### config.mk
export PLATFORM = sky130hd
export DESIGN_NAME = ex_stage_fwd
export DESIGN_NICKNAME = d
export VERILOG_FILES = /design/src/rtl/ex_stage_fwd_pkg.sv /design/src/rtl/ex_stage_fwd_alu.sv /design/src/rtl/ex_stage_fwd.sv
export SDC_FILE = /design/constraint.sdc
export NUM_CORES = 1
export LEC_CHECK = 0
export ABC_AREA = 1
export BUFFER_PORTS_ARGS = -buffer_cell sky130_fd_sc_hd__buf_4
export CORE_MARGIN = 1
export CORE_UTILIZATION = 25
export CTS_CLUSTER_SIZE = 8
export DETAILED_ROUTE_END_ITERATION = 8
export PLACE_DENSITY = 0.46
export REMOVE_ABC_BUFFERS = 1
export SYNTH_ARGS = -nofsm -noshare
export SYNTH_HDL_FRONTEND = slang
export SYNTH_SLANG_ARGS = --single-unit
### constraint.sdc
create_clock -name clk -period 9.1 [get_ports clk]
set_input_delay 1.365 -clock clk [delete_from_list [all_inputs] [get_ports clk]]
set_output_delay 1.365 -clock clk [all_outputs]
set_load 0.03 [all_outputs]
### src/rtl/ex_stage_fwd_pkg.sv
// ex_pkg: shared ALU opcode and branch funct3 encodings for the execute stage.
package ex_pkg;
    localparam int XLEN_DEF = 32;
    typedef enum logic [3:0] {
        ALU_ADD, ALU_SUB, ALU_SLL, ALU_SLT, ALU_SLTU,
        ALU_XOR, ALU_SRL, ALU_SRA, ALU_OR, ALU_AND, ALU_PASSB
    } alu_op_e;
    localparam logic [2:0] BR_BEQ  = 3'b000;
    localparam logic [2:0] BR_BNE  = 3'b001;
    localparam logic [2:0] BR_BLT  = 3'b100;
    localparam logic [2:0] BR_BGE  = 3'b101;
    localparam logic [2:0] BR_BLTU = 3'b110;
    localparam logic [2:0] BR_BGEU = 3'b111;
endpackage

### src/rtl/ex_stage_fwd_alu.sv
// alu_xlen: combinational XLEN-bit ALU plus RV32I branch comparator.
module alu_xlen
    import ex_pkg::*;
#(
    parameter int XLEN = XLEN_DEF
) (
    input  logic [XLEN-1:0] a,
    input  logic [XLEN-1:0] b,
    input  logic [XLEN-1:0] cmp_a,
    input  logic [XLEN-1:0] cmp_b,
    input  logic [3:0]      op,
    input  logic [2:0]      br_fn,
    output logic [XLEN-1:0] result,
    output logic            taken
);
    localparam int SW = $clog2(XLEN);
    logic [SW-1:0] shamt;
    logic          lt, ltu, eq;
    assign shamt = b[SW-1:0];
    assign lt    = $signed(cmp_a) < $signed(cmp_b);
    assign ltu   = cmp_a < cmp_b;
    assign eq    = cmp_a == cmp_b;
    always_comb begin
        result = '0;
        case (op)
            ALU_ADD:   result = a + b;
            ALU_SUB:   result = a - b;
            ALU_SLL:   result = a << shamt;
            ALU_SLT:   result = {{(XLEN-1){1'b0}}, $signed(a) < $signed(b)};
            ALU_SLTU:  result = {{(XLEN-1){1'b0}}, a < b};
            ALU_XOR:   result = a ^ b;
            ALU_SRL:   result = a >> shamt;
            ALU_SRA:   result = $signed(a) >>> shamt;
            ALU_OR:    result = a | b;
            ALU_AND:   result = a & b;
            ALU_PASSB: result = b;
            default:   result = '0;
        endcase
    end
    assign taken = (br_fn == BR_BEQ)  ? eq   :
                   (br_fn == BR_BNE)  ? !eq  :
                   (br_fn == BR_BLT)  ? lt   :
                   (br_fn == BR_BGE)  ? !lt  :
                   (br_fn == BR_BLTU) ? ltu  :
                   (br_fn == BR_BGEU) ? !ltu : 1'b0;
endmodule

### src/rtl/ex_stage_fwd.sv
// ex_stage_fwd: RV32I execute stage with EX/MEM and WB operand forwarding,
// valid/ready handshake, flush, link handling and a one-cycle fetch redirect.
module ex_stage_fwd
    import ex_pkg::*;
#(
    parameter int XLEN   = XLEN_DEF,
    parameter int RAW    = 5,
    parameter int FWD_EN = 1
) (
    input  logic            clk,
    input  logic            rst_n,
    input  logic            in_valid,
    output logic            in_ready,
    input  logic [XLEN-1:0] in_pc,
    input  logic [XLEN-1:0] in_a,
    input  logic [XLEN-1:0] in_b,
    input  logic [XLEN-1:0] in_imm,
    input  logic [RAW-1:0]  in_rs1,
    input  logic [RAW-1:0]  in_rs2,
    input  logic [RAW-1:0]  in_rd,
    input  logic [3:0]      in_alu_op,
    input  logic [2:0]      in_br_fn,
    input  logic            in_b_imm_sel,
    input  logic            in_a_pc_sel,
    input  logic            in_branch,
    input  logic            in_jal,
    input  logic            in_jalr,
    input  logic            in_memwrite,
    input  logic            in_regwrite,
    input  logic            in_wb_sel,
    input  logic            wb_fwd_en,
    input  logic [RAW-1:0]  wb_fwd_rd,
    input  logic [XLEN-1:0] wb_fwd_data,
    input  logic            flush,
    output logic            out_valid,
    input  logic            out_ready,
    output logic [XLEN-1:0] out_alu,
    output logic [XLEN-1:0] out_wdata,
    output logic [RAW-1:0]  out_rd,
    output logic            out_memwrite,
    output logic            out_regwrite,
    output logic            out_wb_sel,
    output logic            redirect_valid,
    output logic [XLEN-1:0] redirect_pc
);
    localparam bit FEN = FWD_EN != 0;
    logic            fire, taken, ex_ok, redir;
    logic [XLEN-1:0] fwd_a, fwd_b, op_a, op_b, result, jt;
    assign in_ready = out_ready | ~out_valid;
    assign fire     = in_valid & in_ready & ~flush & ~redirect_valid;
    // Loads in EX/MEM are never self-forwarded; upstream stalls cover load-use.
    assign ex_ok = out_valid & out_regwrite & ~out_wb_sel;
    assign fwd_a = (FEN && in_rs1 != '0 && ex_ok && out_rd == in_rs1) ? out_alu :
                   (FEN && in_rs1 != '0 && wb_fwd_en && wb_fwd_rd == in_rs1) ? wb_fwd_data : in_a;
    assign fwd_b = (FEN && in_rs2 != '0 && ex_ok && out_rd == in_rs2) ? out_alu :
                   (FEN && in_rs2 != '0 && wb_fwd_en && wb_fwd_rd == in_rs2) ? wb_fwd_data : in_b;
    assign op_a  = in_a_pc_sel ? in_pc : fwd_a;
    assign op_b  = in_b_imm_sel ? in_imm : fwd_b;
    assign jt    = fwd_a + in_imm;
    assign redir = in_jal | in_jalr | (in_branch & taken);
    alu_xlen #(.XLEN(XLEN)) u_alu (
        .a(op_a), .b(op_b), .cmp_a(fwd_a), .cmp_b(fwd_b),
        .op(in_alu_op), .br_fn(in_br_fn), .result(result), .taken(taken)
    );
    always_ff @(posedge clk or negedge rst_n) begin
        if (!rst_n) begin
            out_valid      <= 1'b0;
            out_alu        <= '0;
            out_wdata      <= '0;
            out_rd         <= '0;
            out_memwrite   <= 1'b0;
            out_regwrite   <= 1'b0;
            out_wb_sel     <= 1'b0;
            redirect_valid <= 1'b0;
            redirect_pc    <= '0;
        end else if (flush) begin
            out_valid      <= 1'b0;
            redirect_valid <= 1'b0;
        end else begin
            redirect_valid <= fire & redir;
            if (fire) begin
                out_valid    <= 1'b1;
                out_alu      <= (in_jal | in_jalr) ? in_pc + XLEN'(4) : result;
                out_wdata    <= fwd_b;
                out_rd       <= in_rd;
                out_memwrite <= in_memwrite;
                out_regwrite <= in_regwrite;
                out_wb_sel   <= in_wb_sel;
                redirect_pc  <= in_jalr ? {jt[XLEN-1:1], 1'b0} : in_pc + in_imm;
            end else if (out_ready) begin
                out_valid <= 1'b0;
            end
        end
    end
endmodule

==> results of run 1 <==
## power by group through the flow
stage               logic (mW)  registers, mW  clock network [mW]
floorplan                 1.01          0.834                   0
global placement          1.95          0.682                   0
detailed placement        1.94          0.683                   0
CTS                       1.95          0.674               0.443
global route              2.15          0.686               0.458
finish                    1.98          0.677               0.432
## per-layer routing
metal  global-route usage  vias to the layer above  routed length, um
met2                0.413                     1046              52000
met3               0.0314                      126               8090
met4               0.0802                        0               3230
li1                     -                    13000                  -
met5                    0                        -                  0
met1                0.344                    12800              50200
## layout make-up
cell class,instances,area (um2)
timing repair buffer,338,2540
fill,9872,60200
tap,1144,1430
multi-input combinational,3067,16300
clock inverter,4,26.3
antenna,3,7.51
sequential,106,2650
clock buffer,12,256
inverter,448,1690
## path summary, 6_finish.rpt
check	depth (start not counted)	from	end
setup / recovery	27	in_rs1[4]	out_alu[15]
hold / removal	2	redirect_pc[22]	redirect_pc[22]
setup reg to reg	26	out_valid	out_alu[15]
hold reg to reg	2	redirect_pc[22]	redirect_pc[22]
max in group asynchronous	2	rst_n	out_alu[27]
min in group asynchronous	1	rst_n	out_memwrite
## registers in the layout, summed over array words and instances (netlist names)
name / flops
out_wb_sel: 1
out_regwrite: 1
out_rd: 5
out_memwrite: 1
out_valid: 1
out_wdata: 32
out_alu: 32
redirect_valid: 1
redirect_pc: 32
## layout by cell type (no fill, tap or decap), types with 18 or more instances in the layout
master	netlist	final
o21ai_0	260	260
xor2_1	22	22
ha_1	194	194
o21bai_1	19	19
a21oi_1	314	314
buf_4	14	338
o21ai_1	32	32
inv_1	438	435
a221oi_1	22	22
nand4_1	40	40
nand3b_1	18	18
nor3_1	30	29
o211ai_1	37	37
nand2_1	1027	1026
nand2_2	23	24
a21o_1	21	21
dfrtp_1	106	106
nor2_1	296	291
nand3_1	488	488
a31oi_1	46	46
## critical path: cells and delay by family
family          cells  cell delay [ns]
compound gates      7             1.96
buf+inv             6             1.39
fa+ha+maj           1             0.39
simple gates       13             1.80
## per-stage QoR
step	worst slack [ns]	area, um2	TNS (ns)	hold slack, ns
finish	2.46	24900	0	0.481
global route	2.19	24900	0	0.509
CTS	2.69	24900	0	0.487
detailed placement	2.25	24600	0	0.467
global placement	2.22	24600	0	0.467
floorplan	-1.53	20600	-109.93	0.659
## logic make-up (layout without fill, tap and decap cells)
family	count (synthesis)	after routing	synth area share
xor gates and xnor gates	33	33	0.0135
other	0	3	0
adders and majority gates	198	198	0.117
buffers and inverters	622	802	0.119
AOI/OAI and AO/OA	838	838	0.223
DFF	106	106	0.123
and+or+nand+nor	1998	1998	0.405
==> results.sh, run 1 <==
export IMPL_place_congestion=0.990
export IMPL_track_usage=0.253
export IMPL_outcome="finished, final reports clean"
export IMPL_critPathRequiredTime_ns=9.40
export IMPL_vias_per_cell=5.27
export IMPL_cp_max_fo=33
export IMPL_drv_slew=0
export IMPL_clkSlewWorstSetupHoldPaths_ns=0.08
export IMPL_io_buffers=307
export IMPL_post_cts_buffers=0
export IMPL_hold_class="flip-flop to flip-flop"
export IMPL_r2r_slack_ns=3.03
export IMPL_ys_seq_area_frac=0.123
export IMPL_final_hold_violation_count=0
export IMPL_switching_share=0.552
export IMPL_yosysTopAreaCell="nand2_1"
export IMPL_clkLatencyLatePin_ns=0.42
export IMPL_fp_dieW_um=295
export IMPL_utilization=0.293
export IMPL_yosysTopAreaCellShare=0.179
export IMPL_critPathKind="input port to flip-flop"
export IMPL_yosysWarnings=0
export IMPL_fp_row_count=107
export IMPL_finalCriticalPeriod_ns=6.64
export IMPL_drtPass1Iterations=6
export IMPL_cp_arrival_ns=6.94
export IMPL_synth_cell_types=60
export IMPL_die_area_um2=87100
export IMPL_antenna_left=0
export IMPL_cts_resized=0
export IMPL_dpl_hpwl_um=92700
export IMPL_area_delta_synth_final_pct=16.0
export IMPL_htreeDepth=3
export IMPL_netSwitchingPower_mw=1.70
export IMPL_end_kind="flip-flop"
export IMPL_drt_total_wl_um=114000
export IMPL_grt_remaining_overflow=0
export IMPL_drive_above_1_share=0.117
export IMPL_start_kind="input port"
export IMPL_antenna_found_initial=3
export IMPL_rsz0062_at_grt="no"
export IMPL_combPwrFrac=0.641
export IMPL_die_y_um=295
export IMPL_drv_cap=0
export IMPL_crit_path_frequent_cell="nand2_1"
export IMPL_first_global_vias=25300
export IMPL_cp_slowest_stage_delay_ns=0.71
export IMPL_finalPower_mw=3.09
export IMPL_start_util=0.252
export IMPL_synthTopCellsByCount="nand2_1 (1027), nand3_1 (488), inv_1 (438), a21oi_1 (314), nor2_1 (296)"
export IMPL_synth_most_common_cell="nand2_1"
export IMPL_p_int_mw=1.38
export IMPL_p_clk_frac=0.140
export IMPL_fin_crit_sh=0.729
export IMPL_synthCells=3795
export IMPL_synth_area_um2=21500
export IMPL_slowest_stage="o21ai_0"
export IMPL_holdBufCountCts=0
export IMPL_synth_edf_count=0
export IMPL_seq_power_share=0.219
export IMPL_pin_count=308
export IMPL_drtIter0Drc=2585
export IMPL_ys_async_sr_fraction=1.00
export IMPL_cts_tree="yes"
export IMPL_ys_flop_type="dfrtp_1"
export IMPL_maxSlewHeadroom=0.237
export IMPL_place_inst=5103
export IMPL_clk_path_buf_depth=2
export IMPL_vdd_drop_max_mv=0.118
export IMPL_layout_nets=4369
export IMPL_skew_ns=0.0156
export IMPL_ys_seq_elements=106
export IMPL_clock_sinks=106
export IMPL_p_leak_nw=12.6
export IMPL_grt_start_max_net_pins=75
export IMPL_vias=27000
export IMPL_max_freq_mhz=151
export IMPL_avgSynthCellArea_um2=5.66
export IMPL_numCtsBuffers=9
export IMPL_avgRoutedWirePerCell_um=22.2
export IMPL_clk_root_buffer_cell="clkbuf_16"
export IMPL_core_area_um2=85100
export IMPL_cellPowerDensity_nw_per_um2=124
export IMPL_grt_pass1_wl_um=165000
export IMPL_final_setup_viol_count=0
export IMPL_fin_cells=5122
export IMPL_route_detailed_drc=0
export IMPL_ys_top_cells_by_area="nand2_1 (18%), dfrtp_1 (12%), nand3_1 (11%)"
export IMPL_tightest_slew_ns=1.13
Note: power is estimated with default switching activity, not from simulation.
==> run 2: changes to the inputs <==
Settings changed: ABC_AREA 1 to 0, PLACE_DENSITY 0.46 to 0.47.
Clock period 9.1 ns to 6.9 ns, I/O delays scaled along.
==> results.sh, run 2 <==
export IMPL_ys_seq_elements=106
export IMPL_finalCriticalPeriod_ns=6.48
export IMPL_skew_ns=0.0155
export IMPL_tightest_slew_ns=1.07
export IMPL_ys_flop_type="dfrtp_1"
export IMPL_drtPass1Iterations=6
export IMPL_track_usage=0.272
export IMPL_holdBufCountCts=0
export IMPL_grt_remaining_overflow=0
export IMPL_antenna_found_initial=3
export IMPL_synthCells=2864
export IMPL_final_hold_violation_count=0
export IMPL_outcome="finished, final reports clean"
export IMPL_reg_largest_list="out_alu (32), out_wdata (32), redirect_pc (32)"
export IMPL_numCtsBuffers=9
export IMPL_vias_per_cell=5.81
export IMPL_clkSlewWorstSetupHoldPaths_ns=0.08
export IMPL_holdCritStartpoint="out_wdata[23]"
export IMPL_r2r_slack_ns=0.73
export IMPL_clock_sinks=106
export IMPL_end_kind="flip-flop"
export IMPL_ys_seq_area_frac=0.131
export IMPL_cellPowerDensity_nw_per_um2=174
export IMPL_fp_dieW_um=286
export IMPL_yosysTopAreaCell="dfrtp_1"
export IMPL_final_area_um2=24400
export IMPL_avgRoutedWirePerCell_um=27.5
export IMPL_synth_area_um2=20200
export IMPL_dpl_hpwl_um=92800
export IMPL_grt_pass1_wl_um=165000
export IMPL_core_area_um2=79500
export IMPL_clkLatencyLatePin_ns=0.41
export IMPL_vdd_drop_max_mv=0.123
export IMPL_rr_startpoint="out_wb_sel"
export IMPL_die_area_um2=82000
export IMPL_place_congestion=1.00
export IMPL_avgSynthCellArea_um2=7.05
export IMPL_fp_row_count=103
export IMPL_pin_count=308
export IMPL_final_cell_mix="buf_4 (443), nand2_1 (383), o21ai_0 (260), nor2_1 (215), a21oi_1 (209)"
export IMPL_post_cts_buffers=0
export IMPL_drt_total_wl_um=115000
export IMPL_area_delta_synth_final_pct=21.0
export IMPL_synth_cell_types=84
export IMPL_vias=24300
export IMPL_start_kind="input port"
export IMPL_drive_above_1_share=0.176
export IMPL_drv_slew=0
export IMPL_clk_root_buffer_cell="clkbuf_16"
export IMPL_yosysWarnings=0
export IMPL_synth_edf_count=0
export IMPL_cp_max_fo=28
export IMPL_fin_tns_setup_ns=0
export IMPL_synthTopCellsByCount="nand2_1 (383), o21ai_0 (260), nor2_1 (218), a21oi_1 (209), ha_1 (194)"
export IMPL_hold_class="flip-flop to flip-flop"
export IMPL_dpl_cell_area_um2=24100
export IMPL_cts_tree="yes"
export IMPL_holdPathEnd="out_wdata[23]"
export IMPL_worstRegToRegCells=18
export IMPL_clk_path_buf_depth=2
export IMPL_cp_arrival_ns=6.76
export IMPL_critPathKind="input port to flip-flop"
export IMPL_hold_path_cell_count=2
export IMPL_first_global_vias=23100
export IMPL_grt_start_max_net_pins=83
export IMPL_ys_top_cells_by_area="dfrtp_1 (13%), ha_1 (12%), mux2i_1 (7.2%)"
export IMPL_htreeDepth=3
export IMPL_synth_most_common_cell="nand2_1"
export IMPL_drv_cap=0
export IMPL_io_buffers=307
export IMPL_route_detailed_drc=0
export IMPL_rsz0062_at_grt="no"
export IMPL_r2r_end="out_alu[30]"
export IMPL_die_y_um=286
export IMPL_layout_nets=3527
export IMPL_maxSlewHeadroom=0.278
export IMPL_drtIter0Drc=2756
export IMPL_antenna_left=0
export IMPL_start_util=0.254
export IMPL_ys_async_sr_fraction=1.00
export IMPL_max_freq_mhz=154
export IMPL_yosysTopAreaCellShare=0.131
export IMPL_fin_crit_sh=0.938
export IMPL_p_leak_nw=11.0
export IMPL_final_common_cell="buf_4"
export IMPL_cp_startpoint="in_rs1[1]"
export IMPL_critPathRequiredTime_ns=7.19
export IMPL_final_setup_viol_count=0
export IMPL_cts_resized=0
## run 2: cell types whose count changed in the layout (fill, tap and decap cells not counted), sizes merged, moves of 97 or more
cell   delta
nand2   -671
nand3   -431
inv     -321
mux2i   +161
a21oi   -112
buf     +109
nor2     -97
## run 2: cells by family (layout without fill, tap and decap cells)
logic type | Yosys count | in the layout | synth area share
other | 0 | 1 | 0
AND/OR/NAND/NOR | 965 | 965 | 0.218
multiplexers | 192 | 192 | 0.103
XOR/XNOR | 108 | 108 | 0.0468
adder cells (fa/ha/maj) | 198 | 198 | 0.124
flip-flops | 106 | 106 | 0.131
buffers and inverters | 318 | 587 | 0.0652
AO/OA/AOI/OAI | 977 | 977 | 0.313
## run 2: area by class of cell
type                    count  area (um2)
flip-flops and latches    106        2650
repair buffers            447        3410
inverters                 124         465
well taps                1050        1310
clock buffers              13         270
fillers                  8782       55100
multi-input cells        2440       16300
clock inverters             3        22.5
diodes                      1        2.50
## run 2: per-layer routing
layer	vias to the layer above	GRT usage	part of all wire
met4	4	0.107	0.041
met5	-	0	0.00017
met3	212	0.0292	0.071
li1	11100	-	-
met2	1151	0.425	0.44
met1	11800	0.380	0.45
## run 2: per-stage QoR
step / hold WS [ns] / util / instances / setup WS, ns / total power [mW]
after floorplan: 0.647 / - / 2670 / -2.19 / 2.43
after global placement: 0.460 / 0.304 / 4167 / 0.194 / 3.62
after detailed placement: 0.473 / 0.304 / 4167 / 0.157 / 3.60
after CTS: 0.493 / 0.307 / 4183 / 0.567 / 4.21
after global routing: 0.513 / 0.307 / 4184 / 0.101 / 4.46
final: 0.489 / 0.307 / 4184 / 0.425 / 4.25
## run 2: worst max-delay path, cell delays in order
cell	delay [ns]
buf_4	0.12
or4_4	0.57
nor2_2	0.13
buf_4	0.39
nor3_1	0.21
a221oi_1	0.36
o31a_1	0.23
inv_1	0.08
ha_1	0.36
o21bai_1	0.10
a21oi_1	0.26
o21ai_0	0.23
a31oi_1	0.38
o21ai_0	0.15
a211oi_1	0.33
o21ai_0	0.29
o41ai_1	0.76
or4_1	0.25
and3_1	0.16
a21oi_1	0.04
a221o_1	0.32
## run 2: how the worst max path moves through the flow
stage / end / slack (ns)
detailed placement: out_alu[30] / 0.16
global route: out_alu[30] / 0.10
floorplan: out_alu[30] / -2.19
CTS: out_alu[30] / 0.57
finish: out_alu[30] / 0.42
global placement: out_alu[30] / 0.19
## run 2: power by group
group	switching, mW	internal [mW]	total (mW)
registers	0.163	0.753	0.916
logic	1.78	0.968	2.74
clock network	0.310	0.277	0.588
total	2.25	2.00	4.25
==> run 3: changes to the inputs <==
Settings changed: CTS_BUF_LIST set to sky130_fd_sc_hd__clkbuf_16.
==> results.sh, run 3 (synthesized netlist as in run 2, its figures left out) <==
export IMPL_track_usage=0.272
export IMPL_antenna_found_initial=3
export IMPL_fin_tns_setup_ns=0
export IMPL_htreeDepth=3
export IMPL_finalCriticalPeriod_ns=6.54
export IMPL_final_setup_viol_count=0
export IMPL_hold_class="flip-flop to flip-flop"
export IMPL_dpl_hpwl_um=92800
export IMPL_cp_arrival_ns=6.83
export IMPL_holdBufCountCts=0
export IMPL_cp_max_fo=28
export IMPL_reg_largest_list="out_alu (32), out_wdata (32), redirect_pc (32)"
export IMPL_grtUsageMet3=0.0292
export IMPL_critPathRequiredTime_ns=7.19
export IMPL_post_cts_buffers=0
export IMPL_grtUsageMet1=0.379
export IMPL_vdd_drop_max_mv=0.123
export IMPL_die_area_um2=82000
export IMPL_vias=24300
export IMPL_critPathKind="input port to flip-flop"
export IMPL_end_kind="flip-flop"
export IMPL_fin_cells=4184
export IMPL_drv_slew=0
export IMPL_cellPowerDensity_nw_per_um2=173
export IMPL_io_buffers=307
export IMPL_grt_start_max_net_pins=83
export IMPL_pin_count=308
export IMPL_drtPass1Iterations=6
export IMPL_rsz0062_at_grt="no"
export IMPL_maxSlewHeadroom=0.248
export IMPL_grt_pass1_wl_um=165000
export IMPL_cts_resized=0
export IMPL_area_delta_synth_final_pct=20.8
export IMPL_vias_per_cell=5.80
export IMPL_first_global_vias=23100
export IMPL_start_util=0.254
export IMPL_drv_cap=0
export IMPL_layout_nets=3527
export IMPL_antenna_left=0
export IMPL_tightest_slew_ns=1.12
export IMPL_fp_dieW_um=286
export IMPL_drt_total_wl_um=115000
export IMPL_clk_root_buffer_cell="clkbuf_16"
export IMPL_place_inst=4167
export IMPL_grt_remaining_overflow=0
export IMPL_place_congestion=1.00
export IMPL_final_hold_violation_count=0
export IMPL_route_detailed_drc=0
export IMPL_drtIter0Drc=2782
export IMPL_busiest_layer="met2"
export IMPL_max_freq_mhz=153
export IMPL_numCtsBuffers=9
export IMPL_drive_above_1_share=0.175
export IMPL_outcome="finished, final reports clean"
export IMPL_fp_row_count=103
export IMPL_die_y_um=286
export IMPL_avgRoutedWirePerCell_um=27.5
export IMPL_fin_crit_sh=0.948
export IMPL_clock_sinks=106
export IMPL_grt_util_met2=0.426
export IMPL_clk_path_buf_depth=2
export IMPL_core_area_um2=79500
export IMPL_start_kind="input port"
export IMPL_final_common_cell="buf_4"
export IMPL_cts_tree="yes"
export IMPL_clkLatencyLatePin_ns=0.41
export IMPL_final_cell_mix="buf_4 (443), nand2_1 (383), o21ai_0 (260), nor2_1 (215), a21oi_1 (209)"
export IMPL_clkSlewWorstSetupHoldPaths_ns=0.08
export IMPL_skew_ns=0.0138
export IMPL_p_leak_nw=11.0
==> run 3: changes by cell type in the layout (fill, tap and decap cells not counted) <==
cell / change
clkbuf_8: -3
inv_1: +1
clkinv_1: +3
clkbuf_1: -1
==> run 3: power by group <==
group          switching, mW  internal, mW  leakage, nW  total (mW)
combinational           1.78         0.968         9.55        2.75
clock                  0.311         0.242        0.133       0.553
sequential             0.161         0.753         1.32       0.914
total                   2.25          1.96         11.0        4.21
==> run 3: worst max-delay path: stages <==
cell and delay, ns:
buf_4 0.12, or4_4 0.57, nor2_2 0.13, buf_4 0.39, nor3_1 0.21, a221oi_1 0.36, o31a_1 0.23, inv_1 0.08
ha_1 0.36, o21bai_1 0.10, a21oi_1 0.26, o21ai_0 0.23, a31oi_1 0.39, o21ai_0 0.15, a211oi_1 0.34, o21ai_0 0.29
o41ai_1 0.79, or4_1 0.25, and3_1 0.16, a21oi_1 0.04, a221o_1 0.31
==> run 3: final cells by class <==
cell class                 count  area (um2)
fill                        8784       55100
tap                         1050        1310
timing repair buffer         447        3410
antenna                        1        2.50
inverter                     124         465
multi-input combinational   2440       16300
sequential                   106        2650
clock inverter                 7        37.5
clock buffer                   9         225
==> run 3: path summary, 6_finish.rpt <==
| path | start | to | slack, ns | cells after the start |
|---|---|---|---|---|
| setup / recovery | in_rs1[1] | out_alu[30] | 0.36 | 21 |
| hold / removal | redirect_pc[16] | redirect_pc[16] | 0.49 | 2 |
| setup reg to reg | out_wb_sel | out_alu[30] | 0.70 | 18 |
| hold reg to reg | redirect_pc[16] | redirect_pc[16] | 0.49 | 2 |
| max in group asynchronous | rst_n | out_alu[31] | 4.75 | 2 |
| min in group asynchronous | rst_n | out_rd[2] | 0.66 | 1 |
==> run 3: stage by stage <==
step | setup slack (ns) | cell area, um2 | util | power, mW | hold WS [ns]
floorplan | -2.19 | 19400 | - | 2.43 | 0.647
global placement | 0.194 | 24100 | 0.304 | 3.62 | 0.460
detailed placement | 0.157 | 24100 | 0.304 | 3.60 | 0.473
CTS | 0.567 | 24400 | 0.307 | 4.17 | 0.493
global route | 0.101 | 24400 | 0.307 | 4.43 | 0.513
finish | 0.360 | 24400 | 0.307 | 4.21 | 0.489
==> run 3: per-layer routing <==
metal  vias up  wire, um
met5         -        20
met4         4      4630
met3       192      8400
met2      1196     50700
met1     11700     51300
li1      11100         -
